## config.mk

```make
export PLATFORM = sky130hd
export DESIGN_NAME = spi_adc_sampler
export DESIGN_NICKNAME = d
export VERILOG_FILES = /design/src/rtl/spi_adc_sampler.sv
export SDC_FILE = /design/constraint.sdc
export NUM_CORES = 1
export LEC_CHECK = 0
export ABC_CLOCK_PERIOD_IN_PS = 1700
export CORE_MARGIN = 4
export CORE_UTILIZATION = 48
export DETAILED_ROUTE_END_ITERATION = 8
export PLACE_DENSITY = 0.75
export SYNTH_ARGS = -nofsm -noshare
export SYNTH_HDL_FRONTEND = slang
export SYNTH_SLANG_ARGS = --single-unit
```

## constraint.sdc

```tcl
create_clock -name clk -period 1.7 [get_ports clk]
set_input_delay 0.17 -clock clk [delete_from_list [all_inputs] [get_ports clk]]
set_output_delay 0.17 -clock clk [all_outputs]
set_load 0.005 [all_outputs]
```

## src/rtl/spi_adc_sampler.sv

```systemverilog
// SPI master for multi-channel serial ADCs: drives a channel address on MOSI and
// captures one DATA_W-bit sample per frame, tagged with the channel it came from.
module spi_adc_sampler #(
  parameter int DATA_W    = 12,
  parameter int LEAD_BITS = 4,
  parameter int CLK_DIV   = 1,
  parameter int CS_IDLE   = 2,
  parameter int CH_W      = 3,
  parameter int NUM_CH    = 8
) (
  input  logic              clk,
  input  logic              rst,
  input  logic              start,
  input  logic              cont_en,
  input  logic              scan_en,
  input  logic [CH_W-1:0]   ch_sel,
  output logic              busy,
  output logic              CS,
  output logic              SCK,
  output logic              MOSI,
  input  logic              SDO,
  output logic [DATA_W-1:0] sample,
  output logic [CH_W-1:0]   sample_ch,
  output logic              sample_valid,
  output logic [1:0]        dbg_state
);

  localparam int FRAME_BITS = LEAD_BITS + DATA_W;
  localparam int BIT_W      = (FRAME_BITS > 1) ? $clog2(FRAME_BITS) : 1;
  localparam int CNT_MAX    = (CLK_DIV > CS_IDLE) ? CLK_DIV : CS_IDLE;
  localparam int CNT_W      = $clog2(CNT_MAX + 1);

  localparam logic [BIT_W-1:0] LAST_BIT = BIT_W'(FRAME_BITS - 1);
  localparam logic [BIT_W-1:0] LEAD_L   = BIT_W'(LEAD_BITS);
  localparam logic [CH_W:0]    NUM_CH_L = (CH_W + 1)'(NUM_CH);
  localparam logic [CH_W-1:0]  CH_LAST  = CH_W'(NUM_CH - 1);
  localparam logic [CNT_W-1:0] DIV_LOAD = CNT_W'(CLK_DIV - 1);
  localparam logic [CNT_W-1:0] SET_LOAD = CNT_W'(CLK_DIV);
  localparam logic [CNT_W-1:0] IDL_LOAD = CNT_W'(CS_IDLE - 1);

  typedef enum logic [1:0] {S_IDLE, S_SETUP, S_SHIFT, S_HOLD} state_t;

  state_t             r_state, w_state_n;
  logic [CNT_W-1:0]   r_cnt, w_cnt_n;
  logic [BIT_W-1:0]   r_bit, w_bit_n;
  logic               r_sck, w_sck_n;
  logic               r_mosi, w_mosi_n;
  logic [DATA_W-1:0]  r_shift, w_shift_n;
  logic [CH_W-1:0]    r_addr_ch, w_addr_n;
  logic [CH_W-1:0]    r_conv_ch, w_conv_n;
  logic [DATA_W-1:0]  r_sample, w_sample_n;
  logic [CH_W-1:0]    r_sample_ch, w_sample_ch_n;
  logic               r_valid, w_valid_n;

  logic [DATA_W-1:0]  w_shift_in;
  logic [CH_W-1:0]    w_ch_sel_m;
  logic [CH_W-1:0]    w_ch_inc;
  logic [CH_W-1:0]    w_next_addr;

  // MOSI is zero except for the channel address, MSB first starting at frame bit 2.
  function automatic logic f_mosi(input logic [BIT_W-1:0] b, input logic [CH_W-1:0] a);
    logic r;
    r = 1'b0;
    for (int i = 0; i < CH_W; i++) begin
      if (int'(b) == 2 + CH_W - 1 - i) r = a[i];
    end
    return r;
  endfunction

  assign w_shift_in  = {r_shift[DATA_W-2:0], SDO};
  assign w_ch_sel_m  = ({1'b0, ch_sel} < NUM_CH_L) ? ch_sel : '0;
  assign w_ch_inc    = (r_addr_ch == CH_LAST) ? '0 : r_addr_ch + CH_W'(1);
  assign w_next_addr = scan_en ? w_ch_inc : w_ch_sel_m;

  always_ff @(posedge clk or negedge rst) begin
    if (!rst) begin
      r_state     <= S_IDLE;
      r_cnt       <= '0;
      r_bit       <= '0;
      r_sck       <= 1'b0;
      r_mosi      <= 1'b0;
      r_shift     <= '0;
      r_addr_ch   <= '0;
      r_conv_ch   <= '0;
      r_sample    <= '0;
      r_sample_ch <= '0;
      r_valid     <= 1'b0;
    end else begin
      r_state     <= w_state_n;
      r_cnt       <= w_cnt_n;
      r_bit       <= w_bit_n;
      r_sck       <= w_sck_n;
      r_mosi      <= w_mosi_n;
      r_shift     <= w_shift_n;
      r_addr_ch   <= w_addr_n;
      r_conv_ch   <= w_conv_n;
      r_sample    <= w_sample_n;
      r_sample_ch <= w_sample_ch_n;
      r_valid     <= w_valid_n;
    end
  end

  // The setup count includes the accept cycle, so CS leads the first SCK rise by CLK_DIV+1 clocks.
  always_comb begin
    w_state_n     = r_state;
    w_cnt_n       = r_cnt;
    w_bit_n       = r_bit;
    w_sck_n       = r_sck;
    w_mosi_n      = r_mosi;
    w_shift_n     = r_shift;
    w_addr_n      = r_addr_ch;
    w_conv_n      = r_conv_ch;
    w_sample_n    = r_sample;
    w_sample_ch_n = r_sample_ch;
    w_valid_n     = 1'b0;
    case (r_state)
      S_IDLE: begin
        if (start || cont_en) begin
          w_state_n = S_SETUP;
          w_cnt_n   = SET_LOAD;
          w_bit_n   = '0;
          w_addr_n  = w_ch_sel_m;
          w_mosi_n  = f_mosi('0, w_ch_sel_m);
        end
      end
      S_SETUP: begin
        if (r_cnt == '0) begin
          w_state_n = S_SHIFT;
          w_sck_n   = 1'b1;
          w_cnt_n   = DIV_LOAD;
        end else begin
          w_cnt_n = r_cnt - CNT_W'(1);
        end
      end
      S_SHIFT: begin
        if (r_cnt != '0) begin
          w_cnt_n = r_cnt - CNT_W'(1);
        end else if (r_sck) begin
          // SCK falling edge: capture SDO and advance MOSI together.
          if (r_bit >= LEAD_L) w_shift_n = w_shift_in;
          if (r_bit == LAST_BIT) begin
            w_state_n     = S_HOLD;
            w_sck_n       = 1'b0;
            w_mosi_n      = 1'b0;
            w_sample_n    = w_shift_in;
            w_sample_ch_n = r_conv_ch;
            w_conv_n      = r_addr_ch;
            w_valid_n     = 1'b1;
            w_cnt_n       = IDL_LOAD;
          end else begin
            w_sck_n  = 1'b0;
            w_cnt_n  = DIV_LOAD;
            w_bit_n  = r_bit + BIT_W'(1);
            w_mosi_n = f_mosi(r_bit + BIT_W'(1), r_addr_ch);
          end
        end else begin
          w_sck_n = 1'b1;
          w_cnt_n = DIV_LOAD;
        end
      end
      S_HOLD: begin
        if (r_cnt != '0) begin
          w_cnt_n = r_cnt - CNT_W'(1);
        end else if (cont_en) begin
          w_state_n = S_SETUP;
          w_cnt_n   = SET_LOAD;
          w_bit_n   = '0;
          w_addr_n  = w_next_addr;
          w_mosi_n  = f_mosi('0, w_next_addr);
        end else begin
          w_state_n = S_IDLE;
        end
      end
      default: w_state_n = S_IDLE;
    endcase
  end

  assign busy         = (r_state != S_IDLE);
  assign CS           = !((r_state == S_SETUP) || (r_state == S_SHIFT));
  assign SCK          = r_sck;
  assign MOSI         = r_mosi;
  assign sample       = r_sample;
  assign sample_ch    = r_sample_ch;
  assign sample_valid = r_valid;
  assign dbg_state    = r_state;

endmodule
```

Word-level counts from Yosys, hierarchy flattened
Cells that the tools add are included.

storage, ports and cells
  bits in registers = 43
  output and inout port bits = 22
  word-level logic and storage cells = 97

operators by class
  $add $sub $neg = 3
  bitwise operators = 1
  equal/unequal tests = 17
  reduce and logical (&&, ||, !) cells = 18
  multiplexer cells = 46
  magnitude comparators = 1

operator list
  kind                                                                    number
  4-bit two-way mux                                                       6
  2-bit two-way mux                                                       11
  1-bit two-way mux                                                       18
  2-bit != test (second input constant)                                   8
  2-bit one-hot mux with 4 select lines                                   2
  3-bit two-way mux                                                       5
  4-bit one-hot mux with 3 select lines                                   1
  4-bit AND reduction                                                     3
  6-bit AND reduction                                                     2
  4-bit by 3-bit equality test with 1-bit output (second input constant)  2
  4-bit equality test (second input constant)                             2
  2-bit nonzero test                                                      4
  7-bit AND reduction                                                     1
  3-bit one-hot mux with 2 select lines                                   1
  4-bit by 1-bit adder with 4-bit output (second input constant)          1
  2-bit equality test (second input constant)                             2
  4-bit by 3-bit >= comparator with 1-bit output (second input constant)  1
  2-bit logical NOT                                                       2
  3-bit by 1-bit adder with 3-bit output (second input constant)          1
  3-bit equality test (second input constant)                             1
  3-bit != test (second input constant)                                   1
  1-bit one-hot mux with 3 select lines                                   1
  3-bit AND reduction                                                     1
  3-bit nonzero test                                                      1
  other kinds (7)                                                         8

Longest topological paths before layout
Gate-level depths: netlist of the first run.

  word-level depth = 9
  mapped depth = 7
  depth with buffers taken out = 6

Least setup slack after synthesis of the first run
Ideal clock, no wire load.

  kind = register -> register
  from = register r_state[0], in the netlist dbg_state[0]
  to = register r_shift[10]
  data required time = 1575 ps
  stages on the path, launching flop included = 8
  arrival = 1665 ps
  path slack = -90 ps
  clock period less this slack = 1790 ps
  path through = dfrtp_1 > inv_1 > ha_1 > buf_2 > nand3_1 > nor2_1 > buf_4 > mux2_2

on the way
  word-level cells in the longest chain between the ends = 2

RTL lines
  what                           RTL line  source
  start: declaration             43        state_t r_state, w_state_n;
  start signal: assignment       89        r_state <= w_state_n;
  2-bit equality test            116       case (r_state)
  4-bit AND reduction (no line)  --
  end signal: assignment         94        r_shift <= w_shift_n;
  end: declaration               48        logic [DATA_W-1:0] r_shift, w_shift_n;

No other way between the ends.
A chain may end at the register's enable or synchronous reset.

Final worst setup path of the first run
  from = register r_state[1], in the netlist dbg_state[1]
  to = register r_mosi, in the netlist MOSI

on the way
  word-level cells in the longest chain between the ends = 3
  elaborated cells between the ends (all ways) = 11
  classes of those cells = 7 x eq/ne; 1 x mux; 3 x reduce/logical

RTL lines
  what                                                                  RTL line  source
  2-bit equality test / 2-bit logical NOT (equally long branches)       116
  2-bit != test (no line) / 3-bit nonzero test (equally long branches)  --
  6-bit AND reduction (no line)                                         --
  end signal: assignment                                                93        r_mosi <= w_mosi_n;
  end: declaration                                                      47        logic r_mosi, w_mosi_n;

Several ways; a longest one is shown, not always the timed one.

==> metrics.md, run 1 <==
| Metric | Value |
|---|---|
| Status | `finished, violations left` |
| Failing checks | `negative setup slack` |
| Drt pass-1 iters | `4` |
| Final Max Tran Viols | `0` |
| Final wirelength | `4660 microns` |
| Final setup viols | `7` |
| RSZ-0062 raised after global routing | `true` |
| Final Skew | `0.0103 ns` |
| Final setup TNS | `-0.0490 ns` |
| Crit path depth | `6` |
| Syn_nets | `181` |
| CP startpoint kind | `flop` |
| Max_cap viols | `0` |
| Synth Area in XOR/XNOR | `0.818%` |
| Post-synth top area cell | `dfrtp_1` |
| Skew-Pair Late Insertion Delay | `0.30 ns` |
| Reg-to-reg startpoint | `dbg_state[1]` |
| FF-to-FF path depth | `6` |
| CP delay by family, top | `flip-flops` |
| Power share of the clock group | `23.1%` |
| Crit path capture type | `flop` |
| Synthesis-stage register bit count | `43` |
| Hold Fails Final Rpt | `0` |
| IO buf count | `30` |
| TritonCTS clock tree | `built` |
| Pint | `0.00268 W` |
| DIE WIDTH | `74.8 microns` |
| Async SR Flop Fraction | `100%` |
| Period utilization | `101%` |
| Fmax | `580 MHz` |
| WS Path Type | `reg2reg` |
| Layout cell share with drive strength beyond 1 | `42.3%` |
| P_sw | `0.00137 W` |
| Die Y | `74.8 microns` |
| Netlist cell types | `40` |
| Die area | `5590 sq um` |
| Worst path bufs/invs | `1` |
| Adder-cell share of the synthesized area | `5.84%` |
| Critical path launch point | `dbg_state[1]` |
| Initial antenna violation count | `0` |
| Flop pwr share | `32.1%` |
| Combinational share of power | `44.8%` |
| Hold Crit Class | `in2async` |
| Vias per cell | `5.54` |
| Synthesized area | `2140 sq um` |
| Peak VDD IR | `0.00104 V` |
| Most frequent cells after synthesis | `dfrtp_1, mux2_2, ha_1` |
| DR WL/cell | `17.0 microns` |
| Core Rows | `24` |
| Clk Tree Root Cell | `clkbuf_8` |
| Power density over cell area | `1370 nW/um^2` |
| Worst-path fanout max | `6` |
| Worst slew pin tran | `0.539 ns` |
| HPWL after DPL | `3090 microns` |
| Top-count cell post-synth | `dfrtp_1` |
| CTS Sinks | `43` |
| N_diodes | `0` |
| Minimum clock period | `1.72 ns` |
| GRT Total Usage | `18.1%` |
| CORE AREA | `4320 sq um` |
| Top post-synthesis cells by area | `dfrtp_1, mux2_2, mux2_4` |
| Total gr overflow | `0` |
| Synth Area in Compound Gates | `10.8%` |
| Htree depth | `2` |
| Largest stage delay on the critical path | `0.43 ns` |
| I/O Pins | `31` |
| Sw Ratio | `33.8%` |
| Sequential fraction of the synthesis area | `50.3%` |
| Clock Pin Slew Worst Setup and Hold Paths | `0.09 ns` |
| EDFF count, synth | `0` |
| Mapped Cells | `162` |
| Buffer depth of the longest clock path | `2` |
| First-pass GRT wire length | `7590 microns` |
| DP Worst Slack | `-0.134 ns` |
| Simple-gate share of the synthesized area | `8.59%` |
| Critical path's slowest cell | `dfrtp_1` |
| Net count, final | `240` |
| Synth-to-Final Area Change | `38.2%` |
| DR iter-0 viols | `80` |
| Via Count | `1518` |
| Routability congestion estimate | `0.904` |
| Largest net degree at the start of global routing | `44` |
| CP arrival | `1.92 ns` |
| Syn avg cell area | `13.2 sq um` |
| Share of the synthesized area in the top cell type | `50.3%` |
| Final ANT Viol Nets | `0` |
| Leak | `1.43 nW` |
| Initial Utilization | `49.5%` |
| CP required | `1.89 ns` |
| Largest family of logic cells by synthesized area | `multiplexers` |
| Worst setup margin | `-0.0236 ns` |
| Critical-path cell list | `buf_6 > ha_4 > nor2b_4 > a211o_4 > nor2_4 > mux2_4` |
| Slew Limit Headroom | `64.0%` |
| Synth Flop Type | `dfrtp_1` |
| Synth warnings | `0` |
| Cts bufs inserted | `5` |
| Multiplexer share of the synthesized area | `20.5%` |
| Vias in the first global route | `1594` |
| DRC | `0` |
## metal layers
layer,track usage [%],vias to the layer above,share of wire (%)
met1,20.9,760,41
li1,-,708,-
met2,31.5,42,53
met3,5.07,8,4.9
met4,7.51,0,1.7
met5,0,-,0
## area by class of cell
| cell class | instances | area [sq um] |
|---|---|---|
| fill | 316 | 1370 |
| multi-input combinational | 105 | 1100 |
| sequential | 43 | 1080 |
| timing repair buffer | 57 | 547 |
| clock buffer | 6 | 72.6 |
| tap | 52 | 65.1 |
| clock inverter | 2 | 60.1 |
| inverter | 9 | 33.8 |
## flip-flops by register name, indices dropped and copies added (netlist names)
register / flops
MOSI: 1
SCK: 1
dbg_state: 2
r_addr_ch: 3
r_bit: 4
r_cnt: 2
r_conv_ch: 3
r_shift: 11
sample: 12
sample_ch: 3
sample_valid: 1
## cell families after synthesis
logic type	Yosys count
fa+ha+maj	10
xor+xnor	2
mux	36
compound gates	27
simple gates	30
buf+inv	14
flops	43
## worst paths after layout
path                                   end  slack, ns
worst max-delay path                  MOSI      -0.02
worst min-delay path            r_shift[5]       0.48
worst max register to register        MOSI      -0.02
worst min register to register  sample[11]       0.50
max in group asynchronous       r_shift[9]       0.85
min in group clk                sample[11]       0.50
## power by group through the flow
stage | Combinational [W] | Sequential [W] | Clock, W
2_1_floorplan | 0.000908 | 0.00130 | 0
3_3_place_gp | 0.00152 | 0.00130 | 0
3_5_place_dp | 0.00157 | 0.00131 | 0
4_1_cts | 0.00163 | 0.00129 | 0.000954
5_1_grt | 0.00198 | 0.00132 | 0.00101
6_report | 0.00182 | 0.00130 | 0.000935
## repair_timing
action | CTS | global route
hold buffers | 1 | 0
setup buffers | 2 | 3
endpoints found under the hold margin | 43 | 0
pin swaps | 1 | 3
setup endpoints to repair | 34 | 40
gates resized for setup | 10 | 25
gates cloned | 2 | 1
## tightest hold or removal path, stage by stage
cell           delay (ns)
dlygate4sd3_1        0.52
buf_2                0.09
buf_4                0.45
## cell usage in the layout, fill, tap and decap left out, drive strengths merged, types with 3 or more instances in the layout
cell,count
a21oi,4
mux2,35
nor2,7
nand3,4
ha,10
a22oi,3
dfrtp,43
buf,26
inv,9
nand2,9
o21a,3
clkdlybuf4s50,27
clkbuf,7
o31ai,3
## stage by stage
| step | utilization (%) | cells | area, sq um | hold WS, ns | power, W |
|---|---|---|---|---|---|
| finish | 68.4 | 274 | 2960 | 0.478 | 0.00405 |
| global placement | 60.1 | 257 | 2600 | 0.261 | 0.00282 |
| CTS | 65.4 | 270 | 2830 | 0.499 | 0.00387 |
| floorplan | - | 162 | 2140 | -0.126 | 0.00221 |
| global route | 68.4 | 274 | 2960 | 0.530 | 0.00431 |
| detailed placement | 60.1 | 257 | 2600 | 0.278 | 0.00288 |
Note: power is estimated with default switching activity, not from simulation.
==> run 2: changes to the inputs <==
--- a/config.mk
+++ b/config.mk
@@ -6,6 +6,7 @@
 export NUM_CORES = 1
 export LEC_CHECK = 0
 export ABC_CLOCK_PERIOD_IN_PS = 1700
+export CAP_MARGIN = 20
 export CORE_MARGIN = 4
 export CORE_UTILIZATION = 48
 export DETAILED_ROUTE_END_ITERATION = 8
==> results of run 2 <==
Final layout, timing and power as in run 1 (identical DEF).
